--- src/rtl/wb_arbiter_pkg.sv ---
// ============================================================================
// Module : wb_arbiter_pkg
// Brief  : Shared FSM encodings and widths for the write-back arbiter.
// Rev    : 1.0  initial release
// ============================================================================
`default_nettype none

package wb_arbiter_pkg;

    localparam int REG_IDX_W = 5;
    localparam int NUM_REGS  = 32;
    localparam int CNT_W     = 4;

    typedef enum logic [1:0] {
        ST_IDLE  = 2'd0,
        ST_WAIT  = 2'd1,
        ST_FORCE = 2'd2
    } arb_state_t;

endpackage

`default_nettype wire

--- src/rtl/wb_scoreboard.sv ---
// ============================================================================
// Module : wb_scoreboard
// Brief  : Pending-write bitmap with one set port, one clear port, two reads.
// Rev    : 1.0  initial release
// ============================================================================
`default_nettype none

module wb_scoreboard
    import wb_arbiter_pkg::*;
(
    input  logic                 clk,
    input  logic                 rst_n,
    input  logic                 set_en,
    input  logic [REG_IDX_W-1:0] set_idx,
    input  logic                 clr_en,
    input  logic [REG_IDX_W-1:0] clr_idx,
    input  logic [REG_IDX_W-1:0] rd_a_idx,
    input  logic [REG_IDX_W-1:0] rd_b_idx,
    output logic                 busy_a,
    output logic                 busy_b
);

    logic [NUM_REGS-1:0] pending;
    logic [NUM_REGS-1:0] pending_nxt;

    // Set is applied after clear so a same-cycle set on the same index wins.
    always_comb begin
        pending_nxt = pending;
        if (clr_en) begin
            pending_nxt[clr_idx] = 1'b0;
        end
        if (set_en) begin
            pending_nxt[set_idx] = 1'b1;
        end
        pending_nxt[0] = 1'b0;
    end

    always_ff @(posedge clk or negedge rst_n) begin
        if (!rst_n) begin
            pending <= '0;
        end else begin
            pending <= pending_nxt;
        end
    end

    assign busy_a = pending[rd_a_idx];
    assign busy_b = pending[rd_b_idx];

endmodule

`default_nettype wire

--- src/rtl/wb_arbiter.sv ---
// ============================================================================
// Module : wb_arbiter
// Brief  : ALU/MDU write-back arbiter with starvation guard and scoreboard.
// Rev    : 1.0  initial release
// ============================================================================
`default_nettype none

module wb_arbiter
    import wb_arbiter_pkg::*;
#(
    parameter int STARVE_MAX = 4
) (
    input  logic                 clk,
    input  logic                 rst_n,
    input  logic                 alu_valid,
    input  logic [REG_IDX_W-1:0] alu_rd,
    input  logic [31:0]          alu_data,
    input  logic                 mdu_req,
    input  logic [REG_IDX_W-1:0] mdu_rd,
    input  logic [31:0]          mdu_data,
    output logic                 mdu_grant,
    output logic                 stall_alu,
    input  logic                 issue_valid,
    input  logic [REG_IDX_W-1:0] issue_rd,
    input  logic [9:0]           rs_rt,
    output logic                 busy_rs,
    output logic                 busy_rt,
    output logic [REG_IDX_W-1:0] rwd,
    output logic [31:0]          wb_data
);

    localparam logic [CNT_W-1:0] STARVE_LIM = CNT_W'(STARVE_MAX);

    arb_state_t       state;
    arb_state_t       state_nxt;
    logic [CNT_W-1:0] cnt;
    logic [CNT_W-1:0] cnt_nxt;
    logic             alu_grant;

    always_ff @(posedge clk or negedge rst_n) begin
        if (!rst_n) begin
            state <= ST_IDLE;
            cnt   <= '0;
        end else begin
            state <= state_nxt;
            cnt   <= cnt_nxt;
        end
    end

    // Grants are gated by rst_n so nothing is handshaken while reset is held.
    always_comb begin
        state_nxt = state;
        cnt_nxt   = cnt;
        stall_alu = rst_n && (state == ST_FORCE);
        mdu_grant = rst_n && mdu_req && (!alu_valid || (state == ST_FORCE));
        case (state)
            ST_IDLE: begin
                if (mdu_req && !mdu_grant) begin
                    cnt_nxt   = CNT_W'(1);
                    state_nxt = (CNT_W'(1) >= STARVE_LIM) ? ST_FORCE : ST_WAIT;
                end
            end
            ST_WAIT: begin
                if (!mdu_req || mdu_grant) begin
                    cnt_nxt   = '0;
                    state_nxt = ST_IDLE;
                end else begin
                    cnt_nxt = cnt + CNT_W'(1);
                    if (cnt_nxt >= STARVE_LIM) begin
                        state_nxt = ST_FORCE;
                    end
                end
            end
            ST_FORCE: begin
                cnt_nxt   = '0;
                state_nxt = ST_IDLE;
            end
            default: begin
                cnt_nxt   = '0;
                state_nxt = ST_IDLE;
            end
        endcase
    end

    assign alu_grant = alu_valid && !stall_alu;

    always_ff @(posedge clk or negedge rst_n) begin
        if (!rst_n) begin
            rwd     <= '0;
            wb_data <= '0;
        end else if (mdu_grant) begin
            rwd     <= mdu_rd;
            wb_data <= mdu_data;
        end else if (alu_grant) begin
            rwd     <= alu_rd;
            wb_data <= alu_data;
        end else begin
            rwd     <= '0;
            wb_data <= '0;
        end
    end

    wb_scoreboard u_scoreboard (
        .clk      (clk),
        .rst_n    (rst_n),
        .set_en   (issue_valid),
        .set_idx  (issue_rd),
        .clr_en   (rwd != '0),
        .clr_idx  (rwd),
        .rd_a_idx (rs_rt[9:5]),
        .rd_b_idx (rs_rt[4:0]),
        .busy_a   (busy_rs),
        .busy_b   (busy_rt)
    );

endmodule

`default_nettype wire
--- config.mk ---
export PLATFORM = sky130hd
export DESIGN_NAME = wb_arbiter
export DESIGN_NICKNAME = d
export VERILOG_FILES = /design/src/rtl/wb_arbiter_pkg.sv /design/src/rtl/wb_scoreboard.sv /design/src/rtl/wb_arbiter.sv
export SDC_FILE = /design/constraint.sdc
export NUM_CORES = 1
export LEC_CHECK = 0
export CAP_MARGIN = 10
export CORE_MARGIN = 4
export CORE_UTILIZATION = 45
export CTS_CLUSTER_SIZE = 24
export DETAILED_ROUTE_END_ITERATION = 12
export HOLD_SLACK_MARGIN = 0.12
export PLACE_DENSITY = 0.82
export REMOVE_ABC_BUFFERS = 1
export SLEW_MARGIN = 20
export SYNTH_ARGS = -nofsm -noshare
export SYNTH_HDL_FRONTEND = slang
export SYNTH_SLANG_ARGS = --single-unit
--- constraint.sdc ---
create_clock -name clk -period 2.4 [get_ports clk]
set_input_delay 0.48 -clock clk [delete_from_list [all_inputs] [get_ports clk]]
set_output_delay 0.48 -clock clk [all_outputs]
set_load 0.02 [all_outputs]
==> results.toml <==
[sta]
finalWorstPathRequiredPeriod_ns = 2.38
timing_hold_violations_final = 0
min_period_over_period = 0.991
timing.final.max_slew_violations = 0
rsz_0062_raised_after_global_routing = "yes"
setup_viol = 0
clock.fmax_ghz = 0.420
relSlewSlack = 0.621
final_layout_worst_hold_slack_ns = 0.154
finalSetupTns_ns = 0
tightest_slew_ns = 0.569
clock_skew_ns = 0.00587

[synth]
synth_edf_count = 0
syn_inst = 309
synth_area_leader_cell = "sky130_fd_sc_hd__dfrtp_1"
synth_cell_type_count = 35
ys_ff_latch = 74
synth_area_um2 = 3470
synth_top_flop_cell = "sky130_fd_sc_hd__dfrtp_1"
yosys_warns = 0
synthDominantCellAreaShare = 0.533
average_size_of_a_mapped_cell_um2 = 11.2
yosys-top-cells-area = "sky130_fd_sc_hd__dfrtp_1, sky130_fd_sc_hd__o21ai_0, sky130_fd_sc_hd__a22o_1"
asyncSetResetFlopFracSynth = 1.00
proportion_of_synthesized_chip_area_in_sequential_cells = 0.533

[floorplanning]
fp.coreArea_um2 = 7370
pin_count = 135
floorplan.die.height_um = 95.9
starting_density_of_the_core = 0.471
floorplan.die.width_um = 95.9
die_area_um2 = 9190
std_cell_rows = 31

[final_layout]
fillerInstances = 526
n_antenna_cell = 0
seq_area_um2 = 1850
multi_input_area_um2 = 1550
finalCoreUtilization = 0.710
drive_gt1_frac = 0.123
area_growth_syn_to_layout_pct = 50.6
nNetsFinal = 557

[worst_setup_path]
worstSetupStartpointType = "input pin"
path_common_cell = "sky130_fd_sc_hd__nand3_1"
arrival_ns = 1.90
cp_slowest_stage_delay_ns = 0.52
crit_path_max_fanout = 12
path_class = "input pin to output pin"
critPathSlowestCell = "sky130_fd_sc_hd__clkdlybuf4s50_1"
setup.worst_path.end_class = "output pin"
required_ns = 1.92
critical_path.cell_chain = "clkdlybuf4s50_1 -> buf_12 -> mux2i_2 -> nand3_1 -> nand3_1 -> nand4_1 -> buf_2"

[clock_network]
worst_path_clk_slew_ns = 0.08
cts_max_level = 3
cts_hold_buffers = 0
clock_tree_from_tritoncts = "yes"
root_buffer = "sky130_fd_sc_hd__clkbuf_8"
cts_max_path_buffers = 2
clock_sinks = 74
worst_skew_pair.late_latency_ns = 0.34
cts_buffers = 9

[status]
outcome = "completed"

[global_route]
grt_use_met3 = 0.0805
global_route.usage.met2 = 0.432
global_route.usage.total = 0.241
global_route.overflow_total = 0
global_route_wire_length_before_repair_mm = 16.5
grt-busiest-layer = "met2"
grt_start_max_net_pins = 47
number_of_antenna_violations_at_the_first_check_in_global_routing = 0
first_global_vias = 3340
groute.layer.met1.usage = 0.266

[worst_hold_path]
worstHoldPathType = "input pin to async pin"

[power]
p_leak_nw = 2.20
ir_drop_mv = 0.355
power_per_cell_area_nw_per_um2 = 646

[detailed_routing]
route.detailed.vias_per_inst = 5.76
via_count = 3251
first_pass_iters = 5
post_detailed_route_wirelength_per_cell_um = 18.8
detail_route.drc_violations = 0
final_wirelength_mm = 10.6
drtAntennaViolNets = 0
detail_route.iter0.violations = 222

[placement]
numPortBuffers = 134
dp_hpwl_mm = 8.22
finalWeightedCongestion = 1.01

[run]
cap_viol_max_count = 0
==> what timing repair did <==
action,CTS,global route
pin swaps,0,2
buffers inserted,0,1
endpoints found under the setup margin,3,3
resized for setup,14,9
==> cells in the mapped netlist (3+ instances only) <==
cell type / instances
sky130_fd_sc_hd__a21oi_1: 9
sky130_fd_sc_hd__a22o_1: 37
sky130_fd_sc_hd__a22oi_1: 4
sky130_fd_sc_hd__buf_2: 7
sky130_fd_sc_hd__buf_4: 3
sky130_fd_sc_hd__dfrtp_1: 74
sky130_fd_sc_hd__inv_1: 4
sky130_fd_sc_hd__mux2i_1: 18
sky130_fd_sc_hd__mux4_2: 6
sky130_fd_sc_hd__nand2_1: 7
sky130_fd_sc_hd__nand2b_1: 7
sky130_fd_sc_hd__nand3_1: 12
sky130_fd_sc_hd__nand3b_1: 8
sky130_fd_sc_hd__nand4_1: 5
sky130_fd_sc_hd__nor2_1: 9
sky130_fd_sc_hd__nor2b_1: 8
sky130_fd_sc_hd__o21ai_0: 66
sky130_fd_sc_hd__or3b_2: 3
==> layout make-up <==
type / count / share of cell area
Clock buffer: 10 / 0.0263
Clock inverter: 4 / 0.0103
Inverter: 5 / 0.00359
Multi-Input combinational cell: 217 / 0.295
Sequential cell: 74 / 0.354
Tap cell: 99 / 0.0237
Timing Repair Buffer: 155 / 0.287
==> path summary, 6_finish.rpt <==
| path | startpoint | endpoint | slack, ns | depth (start not counted) |
|---|---|---|---|---|
| max | rs_rt[7] | busy_rs | 0.02 | 7 |
| min | rst_n | wb_data[2] | 0.15 | 2 |
| max reg2reg | state[1] | cnt[2] | 0.71 | 6 |
| min reg2reg | u_scoreboard.pending[13] | u_scoreboard.pending[13] | 0.56 | 2 |
| max in group asynchronous | rst_n | u_scoreboard.pending[20] | 1.77 | 2 |
| min in group clk | u_scoreboard.pending[13] | u_scoreboard.pending[13] | 0.56 | 2 |
==> per-layer routing <==
layer / wire [um] / part of all wire
met1: 3760 / 0.36
met2: 5490 / 0.52
met3: 1090 / 0.10
met4: 248 / 0.023
met5: 0 / 0
==> metrics by stage <==
stage	power, mW	std cells	setup WS [ns]	area (um^2)
after global placement	2.42	549	-0.593	5030
after global routing	3.55	564	-0.0183	5230
after floorplan	1.96	296	0.509	3400
after CTS	3.37	563	0.0317	5210
after detailed placement	2.45	549	-0.621	5030
final	3.38	564	0.0212	5230
==> critical path, delay by kind of cell <==
family                 cells  cell delay (ns)
and+or+nand+nor            3             0.34
muxes                      1             0.24
buffers and inverters      3             0.85
==> where the power goes <==
part           leakage (nW)  internal, mW  switching, mW
Sequential            0.897          1.44          0.168
Combinational          1.22         0.459          0.379
Clock                0.0904         0.498          0.438
==> registers in the layout (all words and copies together), names as in the netlist <==
| signal | flops |
|---|---|
| u_scoreboard.pending | 31 |
| state | 2 |
| rwd | 5 |
| cnt | 4 |
| wb_data | 32 |
==> cell usage in the layout, fill, tap and decap left out, types with 8 or more instances in the layout <==
cell | Yosys | layout
sky130_fd_sc_hd__a21oi_1 | 9 | 9
sky130_fd_sc_hd__a22o_1 | 37 | 37
sky130_fd_sc_hd__buf_4 | 3 | 20
sky130_fd_sc_hd__clkbuf_8 | 0 | 10
sky130_fd_sc_hd__clkdlybuf4s50_1 | 0 | 125
sky130_fd_sc_hd__dfrtp_1 | 74 | 74
sky130_fd_sc_hd__mux2i_1 | 18 | 15
sky130_fd_sc_hd__nand3_1 | 12 | 12
sky130_fd_sc_hd__nand3b_1 | 8 | 8
sky130_fd_sc_hd__nor2_1 | 9 | 9
sky130_fd_sc_hd__o21ai_0 | 66 | 66
==> logic make-up after synthesis <==
| family | synth area share |
|---|---|
| compound gates | 0.230 |
| xor+xnor | 0.00504 |
| fa+ha+maj | 0.00360 |
| buf+inv | 0.0274 |
| flops | 0.533 |
| mux | 0.0908 |
| simple gates | 0.110 |
Note: power is estimated with default switching activity, not from simulation.
